==> config.mk <==
export PLATFORM = sky130hd
export DESIGN_NAME = alu_arbiter_flat
export DESIGN_NICKNAME = d
export VERILOG_FILES = /design/src/rtl/alu_arbiter_if.sv /design/src/rtl/alu_arbiter.sv /design/src/flat_wrapper.sv
export SDC_FILE = /design/constraint.sdc
export NUM_CORES = 1
export LEC_CHECK = 0
export CAP_MARGIN = 10
export CORE_AREA = 3 3 135 137
export CTS_CLUSTER_DIAMETER = 30
export CTS_CLUSTER_SIZE = 16
export DETAILED_ROUTE_END_ITERATION = 8
export DIE_AREA = 0 0 138 140
export GPL_ROUTABILITY_DRIVEN = 0
export PLACE_DENSITY = 0.75
export SYNTH_ARGS = -nofsm -noshare
export SYNTH_HDL_FRONTEND = slang
export SYNTH_SLANG_ARGS = --single-unit
==> constraint.sdc <==
create_clock -name clk -period 5.5 [get_ports clk]
set_input_delay 1.375 -clock clk [delete_from_list [all_inputs] [get_ports clk]]
set_output_delay 1.375 -clock clk [all_outputs]
set_load 0.01 [all_outputs]
==> src/rtl/alu_arbiter_if.sv <==
// ============================================================================
// alu_arbiter_if : command/response channel between one requester and the
//                  shared-ALU arbiter.
// Revision: 1.0
// ============================================================================
`default_nettype none

interface alu_arbiter_if #(
  parameter int XLEN  = 32,
  parameter int TAG_W = 4
);
  logic             req_valid;
  logic             req_ready;
  logic [2:0]       req_funct3;
  logic [6:0]       req_funct7;
  logic [XLEN-1:0]  req_op1;
  logic [XLEN-1:0]  req_op2;
  logic [TAG_W-1:0] req_tag;

  logic             rsp_valid;
  logic             rsp_ready;
  logic [XLEN-1:0]  rsp_result;
  logic [TAG_W-1:0] rsp_tag;
  logic             rsp_illegal;

  modport master (
    output req_valid, req_funct3, req_funct7, req_op1, req_op2, req_tag, rsp_ready,
    input  req_ready, rsp_valid, rsp_result, rsp_tag, rsp_illegal
  );

  modport slave (
    input  req_valid, req_funct3, req_funct7, req_op1, req_op2, req_tag, rsp_ready,
    output req_ready, rsp_valid, rsp_result, rsp_tag, rsp_illegal
  );
endinterface

`default_nettype wire

==> src/rtl/alu_arbiter.sv <==
// ============================================================================
// alu_arbiter : round-robin sharing of one combinational ALU between two
//               requesters, each with a single-entry registered response.
// Optional macro: ALU_ARB_ILLEGAL_CHK_EN (flag and zero illegal ops).
// Revision: 1.0
// ============================================================================
`default_nettype none

module alu_arbiter #(
  parameter int XLEN  = 32,
  parameter int TAG_W = 4
) (
  input  logic            clk,
  input  logic            rst_n,
  alu_arbiter_if.slave    req0_if,
  alu_arbiter_if.slave    req1_if,
  output logic [2:0]      alu_funct3_o,
  output logic [6:0]      alu_funct7_o,
  output logic [XLEN-1:0] alu_operand_1_o,
  output logic [XLEN-1:0] alu_operand_2_o,
  input  logic [XLEN-1:0] alu_result_i
);

  logic [1:0]       req_valid;
  logic [1:0]       rsp_ready;
  logic [1:0]       elig;
  logic [1:0]       grant;
  logic             rr_ptr_q;
  logic             rr_ptr_d;
  logic [TAG_W-1:0] cap_tag;
  logic [XLEN-1:0]  cap_result;
  logic             cap_illegal;

  logic [1:0]       rsp_valid_q;
  logic [1:0]       rsp_illegal_q;
  logic [XLEN-1:0]  rsp_result_q [2];
  logic [TAG_W-1:0] rsp_tag_q    [2];

  assign req_valid = {req1_if.req_valid, req0_if.req_valid};
  assign rsp_ready = {req1_if.rsp_ready, req0_if.rsp_ready};

  // A slot is free when empty or being drained this very cycle.
  assign elig = req_valid & (~rsp_valid_q | rsp_ready);

  always_comb begin
    grant = 2'b00;
    if (rst_n) begin
      if (&elig) begin
        grant = rr_ptr_q ? 2'b10 : 2'b01;
      end else begin
        grant = elig;
      end
    end
  end

  always_comb begin
    rr_ptr_d = rr_ptr_q;
    if (grant[0]) begin
      rr_ptr_d = 1'b1;
    end else if (grant[1]) begin
      rr_ptr_d = 1'b0;
    end
  end

  // Idle ALU sees ADD 0+0 so nothing undefined leaks downstream.
  always_comb begin
    alu_funct3_o    = 3'b000;
    alu_funct7_o    = 7'b0000000;
    alu_operand_1_o = '0;
    alu_operand_2_o = '0;
    cap_tag         = '0;
    if (grant[0]) begin
      alu_funct3_o    = req0_if.req_funct3;
      alu_funct7_o    = req0_if.req_funct7;
      alu_operand_1_o = req0_if.req_op1;
      alu_operand_2_o = req0_if.req_op2;
      cap_tag         = req0_if.req_tag;
    end else if (grant[1]) begin
      alu_funct3_o    = req1_if.req_funct3;
      alu_funct7_o    = req1_if.req_funct7;
      alu_operand_1_o = req1_if.req_op1;
      alu_operand_2_o = req1_if.req_op2;
      cap_tag         = req1_if.req_tag;
    end
  end

`ifdef ALU_ARB_ILLEGAL_CHK_EN
  function automatic logic is_illegal(input logic [6:0] f7, input logic [2:0] f3);
    logic legal;
    legal = (f7 == 7'b0000000) ||
            ((f7 == 7'b0100000) && ((f3 == 3'b000) || (f3 == 3'b101)));
    return !legal;
  endfunction

  assign cap_illegal = (|grant) && is_illegal(alu_funct7_o, alu_funct3_o);
  assign cap_result  = cap_illegal ? '0 : alu_result_i;
`else
  assign cap_illegal = 1'b0;
  assign cap_result  = alu_result_i;
`endif

  always_ff @(posedge clk or negedge rst_n) begin
    if (!rst_n) begin
      rr_ptr_q      <= 1'b0;
      rsp_valid_q   <= 2'b00;
      rsp_illegal_q <= 2'b00;
      for (int n = 0; n < 2; n++) begin
        rsp_result_q[n] <= '0;
        rsp_tag_q[n]    <= '0;
      end
    end else begin
      rr_ptr_q <= rr_ptr_d;
      for (int n = 0; n < 2; n++) begin
        if (grant[n]) begin
          rsp_valid_q[n]   <= 1'b1;
          rsp_result_q[n]  <= cap_result;
          rsp_tag_q[n]     <= cap_tag;
          rsp_illegal_q[n] <= cap_illegal;
        end else if (rsp_ready[n]) begin
          rsp_valid_q[n]   <= 1'b0;
        end
      end
    end
  end

  assign req0_if.req_ready   = grant[0];
  assign req1_if.req_ready   = grant[1];
  assign req0_if.rsp_valid   = rsp_valid_q[0];
  assign req1_if.rsp_valid   = rsp_valid_q[1];
  assign req0_if.rsp_result  = rsp_result_q[0];
  assign req1_if.rsp_result  = rsp_result_q[1];
  assign req0_if.rsp_tag     = rsp_tag_q[0];
  assign req1_if.rsp_tag     = rsp_tag_q[1];
  assign req0_if.rsp_illegal = rsp_illegal_q[0];
  assign req1_if.rsp_illegal = rsp_illegal_q[1];

endmodule

`default_nettype wire

==> src/flat_wrapper.sv <==
// flat-port wrapper written by rule: the top's interface ports become plain ports
module alu_arbiter_flat 
#(
  parameter int XLEN  = 32,
  parameter int TAG_W = 4
)
  (clk, rst_n, alu_funct3_o, alu_funct7_o, alu_operand_1_o, alu_operand_2_o, alu_result_i, req0_if_req_valid, req0_if_req_funct3, req0_if_req_funct7, req0_if_req_op1, req0_if_req_op2, req0_if_req_tag, req0_if_rsp_ready, req0_if_req_ready, req0_if_rsp_valid, req0_if_rsp_result, req0_if_rsp_tag, req0_if_rsp_illegal, req1_if_req_valid, req1_if_req_funct3, req1_if_req_funct7, req1_if_req_op1, req1_if_req_op2, req1_if_req_tag, req1_if_rsp_ready, req1_if_req_ready, req1_if_rsp_valid, req1_if_rsp_result, req1_if_rsp_tag, req1_if_rsp_illegal);
  alu_arbiter_if #(.XLEN(XLEN), .TAG_W(TAG_W)) req0_if_i ();
  alu_arbiter_if #(.XLEN(XLEN), .TAG_W(TAG_W)) req1_if_i ();
  input  logic clk;
  input  logic rst_n;
  output logic [2:0] alu_funct3_o;
  output logic [6:0] alu_funct7_o;
  output logic [XLEN-1:0] alu_operand_1_o;
  output logic [XLEN-1:0] alu_operand_2_o;
  input  logic [XLEN-1:0] alu_result_i;
  input wire logic [$bits(req0_if_i.req_valid)-1:0] req0_if_req_valid;
  input wire logic [$bits(req0_if_i.req_funct3)-1:0] req0_if_req_funct3;
  input wire logic [$bits(req0_if_i.req_funct7)-1:0] req0_if_req_funct7;
  input wire logic [$bits(req0_if_i.req_op1)-1:0] req0_if_req_op1;
  input wire logic [$bits(req0_if_i.req_op2)-1:0] req0_if_req_op2;
  input wire logic [$bits(req0_if_i.req_tag)-1:0] req0_if_req_tag;
  input wire logic [$bits(req0_if_i.rsp_ready)-1:0] req0_if_rsp_ready;
  output wire logic [$bits(req0_if_i.req_ready)-1:0] req0_if_req_ready;
  output wire logic [$bits(req0_if_i.rsp_valid)-1:0] req0_if_rsp_valid;
  output wire logic [$bits(req0_if_i.rsp_result)-1:0] req0_if_rsp_result;
  output wire logic [$bits(req0_if_i.rsp_tag)-1:0] req0_if_rsp_tag;
  output wire logic [$bits(req0_if_i.rsp_illegal)-1:0] req0_if_rsp_illegal;
  input wire logic [$bits(req1_if_i.req_valid)-1:0] req1_if_req_valid;
  input wire logic [$bits(req1_if_i.req_funct3)-1:0] req1_if_req_funct3;
  input wire logic [$bits(req1_if_i.req_funct7)-1:0] req1_if_req_funct7;
  input wire logic [$bits(req1_if_i.req_op1)-1:0] req1_if_req_op1;
  input wire logic [$bits(req1_if_i.req_op2)-1:0] req1_if_req_op2;
  input wire logic [$bits(req1_if_i.req_tag)-1:0] req1_if_req_tag;
  input wire logic [$bits(req1_if_i.rsp_ready)-1:0] req1_if_rsp_ready;
  output wire logic [$bits(req1_if_i.req_ready)-1:0] req1_if_req_ready;
  output wire logic [$bits(req1_if_i.rsp_valid)-1:0] req1_if_rsp_valid;
  output wire logic [$bits(req1_if_i.rsp_result)-1:0] req1_if_rsp_result;
  output wire logic [$bits(req1_if_i.rsp_tag)-1:0] req1_if_rsp_tag;
  output wire logic [$bits(req1_if_i.rsp_illegal)-1:0] req1_if_rsp_illegal;
  assign req0_if_i.req_valid = req0_if_req_valid;
  assign req0_if_i.req_funct3 = req0_if_req_funct3;
  assign req0_if_i.req_funct7 = req0_if_req_funct7;
  assign req0_if_i.req_op1 = req0_if_req_op1;
  assign req0_if_i.req_op2 = req0_if_req_op2;
  assign req0_if_i.req_tag = req0_if_req_tag;
  assign req0_if_i.rsp_ready = req0_if_rsp_ready;
  assign req0_if_req_ready = req0_if_i.req_ready;
  assign req0_if_rsp_valid = req0_if_i.rsp_valid;
  assign req0_if_rsp_result = req0_if_i.rsp_result;
  assign req0_if_rsp_tag = req0_if_i.rsp_tag;
  assign req0_if_rsp_illegal = req0_if_i.rsp_illegal;
  assign req1_if_i.req_valid = req1_if_req_valid;
  assign req1_if_i.req_funct3 = req1_if_req_funct3;
  assign req1_if_i.req_funct7 = req1_if_req_funct7;
  assign req1_if_i.req_op1 = req1_if_req_op1;
  assign req1_if_i.req_op2 = req1_if_req_op2;
  assign req1_if_i.req_tag = req1_if_req_tag;
  assign req1_if_i.rsp_ready = req1_if_rsp_ready;
  assign req1_if_req_ready = req1_if_i.req_ready;
  assign req1_if_rsp_valid = req1_if_i.rsp_valid;
  assign req1_if_rsp_result = req1_if_i.rsp_result;
  assign req1_if_rsp_tag = req1_if_i.rsp_tag;
  assign req1_if_rsp_illegal = req1_if_i.rsp_illegal;
  alu_arbiter #(.XLEN(XLEN), .TAG_W(TAG_W)) u_core (.clk(clk), .rst_n(rst_n), .req0_if(req0_if_i), .req1_if(req1_if_i), .alu_funct3_o(alu_funct3_o), .alu_funct7_o(alu_funct7_o), .alu_operand_1_o(alu_operand_1_o), .alu_operand_2_o(alu_operand_2_o), .alu_result_i(alu_result_i));
endmodule
==> flow_summary.ini <==
[pwr]
power.leakage_uw = 0.00326
irDropWorstVdd_v = 0.000250
total_power_uw = 2420
power_density_nw_per_um2 = 301

[run]
cap_violations = 0

[timing]
fin_tns_setup_ns = 0
rsz0062_at_grt = false
clock_skew_ns = 0.00529
finalHoldViolCount = 0
period_share_pct = 92.7
setup_viol = 0
fmax_mhz = 196
period_needed_ns = 5.10
max_slew_margin_pct = 48.7
worst_pin_slew_ns = 0.770
finalMaxSlewViolations = 0

[floorplanning]
chipHeight_um = 140
core_um2 = 17200
rows = 48
die_area_um2 = 19300
io_pins = 346
die_w_um = 138
initial_utilization_pct = 24.3

[clock_network]
cts_max_level = 3
clock-sinks = 75
hold_buffers = 0
cts_tree = yes
cts_resized = 0
cts_root_buffer = clkbuf_16
post-cts-setup-buffers = 0
cts_buffers = 9
clkSlewWorstSetupHoldPaths_ns = 0.06
clkLatencyLatePin_ns = 0.34
clk_path_buf_depth = 2

[final_layout]
num-nets-final = 946
drive_gt1_share_pct = 11.4
utilization_pct = 46.8
syn2layout_area_growth_pct = 92.3
final_common_cell = clkdlybuf4s50_1
final_cell_mix = clkdlybuf4s50_1, nand2_1, dfrtp_1
fillers = 1604
n_antenna_cell = 0
stdcell_count = 982

[critical_path]
critPathMaxStageDelay_ns = 0.60
arrival_ns = 3.72
critPathRequiredTime_ns = 4.12
cp-start-kind = input port
endpoint_kind = primary output
critical_path.max_fanout = 56
path_class = input port to primary output
slowest_stage = clkdlybuf4s50_1
path_common_cell = clkdlybuf4s50_1
crit_chain = clkdlybuf4s50_1, nor2b_1, a211o_2, buf_12, o22ai_1, clkdlybuf4s50_1

[yosys]
synth.avg_cell_area_um2 = 9.72
yosys_warnings = 0
synth_seq_area_share_pct = 44.9
syn_inst = 430
async_flop_share_pct = 100
synth-seq-cells = 75
netlist_area_um2 = 4180
synth_ff_type = dfrtp_1
synth_edf_count = 0
yosys.cell_types.count = 23

[min_path]
hold_path.class = flop to flop

[route]
detail-route-antenna-nets = 0
drc = 0
via_count = 4411
wl_mm = 16.3
vias_per_cell = 4.49
firstDrtPassIters = 6
drt-initial-drc-count = 203
routedWlPerCell_um = 16.6

[global_route]
grt.overflow.total = 0
grt_max_degree = 74
grt_usage_pct = 15.8
grt_first_pass_wirelength_mm = 24.6
antenna_found_initial = 0
grt_pass1_vias = 4276

[placed_design]
dp_cells = 966
portBuffers = 343
dp_hpwl_mm = 12.5

[outcome]
outcome = finished clean
[worst paths after layout]
kind,from,end,slack (ns),cells after the start
min reg2reg,u_core.req1_if.rsp_result[5],u_core.req1_if.rsp_result[5],0.48,1
max in group asynchronous,rst_n,u_core.req0_if.rsp_result[21],3.57,3
min in group asynchronous,rst_n,u_core.req1_if.rsp_result[7],0.98,1
max reg2reg,u_core.rsp_valid_q[1],u_core.req0_if.rsp_result[31],3.63,4
min,u_core.req1_if.rsp_result[5],u_core.req1_if.rsp_result[5],0.48,1
max,req0_if_req_valid,alu_funct7_o[0],0.40,6
[metal layers]
metal	track usage (%)	routed length [um]	up-vias
li1	-	-	2127
met1	18.5	6410	2041
met2	26.5	7960	213
met3	6.86	1550	30
met4	4.32	348	0
met5	0	0	-
[metrics by stage]
step | worst slack [ns] | hold WS (ns) | cell area [um2]
floorplan | 1.75 | 0.473 | 4180
global placement | 0.393 | 0.466 | 7730
detailed placement | 0.395 | 0.474 | 7730
CTS | 0.385 | 0.487 | 8030
global route | 0.246 | 0.492 | 8030
finish | 0.403 | 0.481 | 8030
[Yosys cell counts (2+ instances only)]
| cell | count | area, um2 |
|---|---|---|
| mux2_2 | 36 | 405 |
| dfrtp_1 | 75 | 1880 |
| buf_6 | 10 | 113 |
| o22ai_1 | 74 | 463 |
| buf_2 | 12 | 60.1 |
| buf_4 | 3 | 22.5 |
| o21ai_0 | 2 | 10.0 |
| mux2_4 | 18 | 270 |
| mux2_1 | 18 | 203 |
| inv_1 | 2 | 7.51 |
| buf_8 | 2 | 30.0 |
| nand2_1 | 152 | 571 |
| clkbuf_1 | 16 | 60.1 |
[logic make-up after synthesis]
kind of cell,Yosys count,synth area share (%)
other,1,0.0898
AND/OR/NAND/NOR,157,14.6
AO/OA/AOI/OAI,80,12.3
flip-flops,75,44.9
buffers and inverters,45,7.01
multiplexers,72,21.0
[registers in the layout (all words and copies together) (netlist names)]
signal / flops
u_core.req1_if.rsp_result: 32
u_core.rr_ptr_q: 1
u_core.req0_if.rsp_tag: 4
u_core.rsp_valid_q: 2
u_core.req0_if.rsp_result: 32
u_core.req1_if.rsp_tag: 4
[worst max-delay path, delay by kind of cell]
family	cells	cell delay, ns
buf+inv	3	1.29
simple gates	1	0.18
compound gates	2	0.84
[final cells by class]
type / instances / area, um2 / area share [%]
repair buffers: 353 / 3530 / 44.0
multi-input cells: 311 / 2030 / 25.3
flip-flops and latches: 75 / 1880 / 23.4
well taps: 225 / 282 / 3.50
clock buffers: 11 / 243 / 3.02
clock inverters: 5 / 61.3 / 0.763
inverters: 2 / 7.51 / 0.0934
[power by group]
part | total [uW] | switching [uW] | internal (uW)
logic | 1040 | 398 | 638
clock network | 595 | 229 | 366
registers | 786 | 79.5 | 706
No activity file was read; power rests on OpenSTA's default activity.
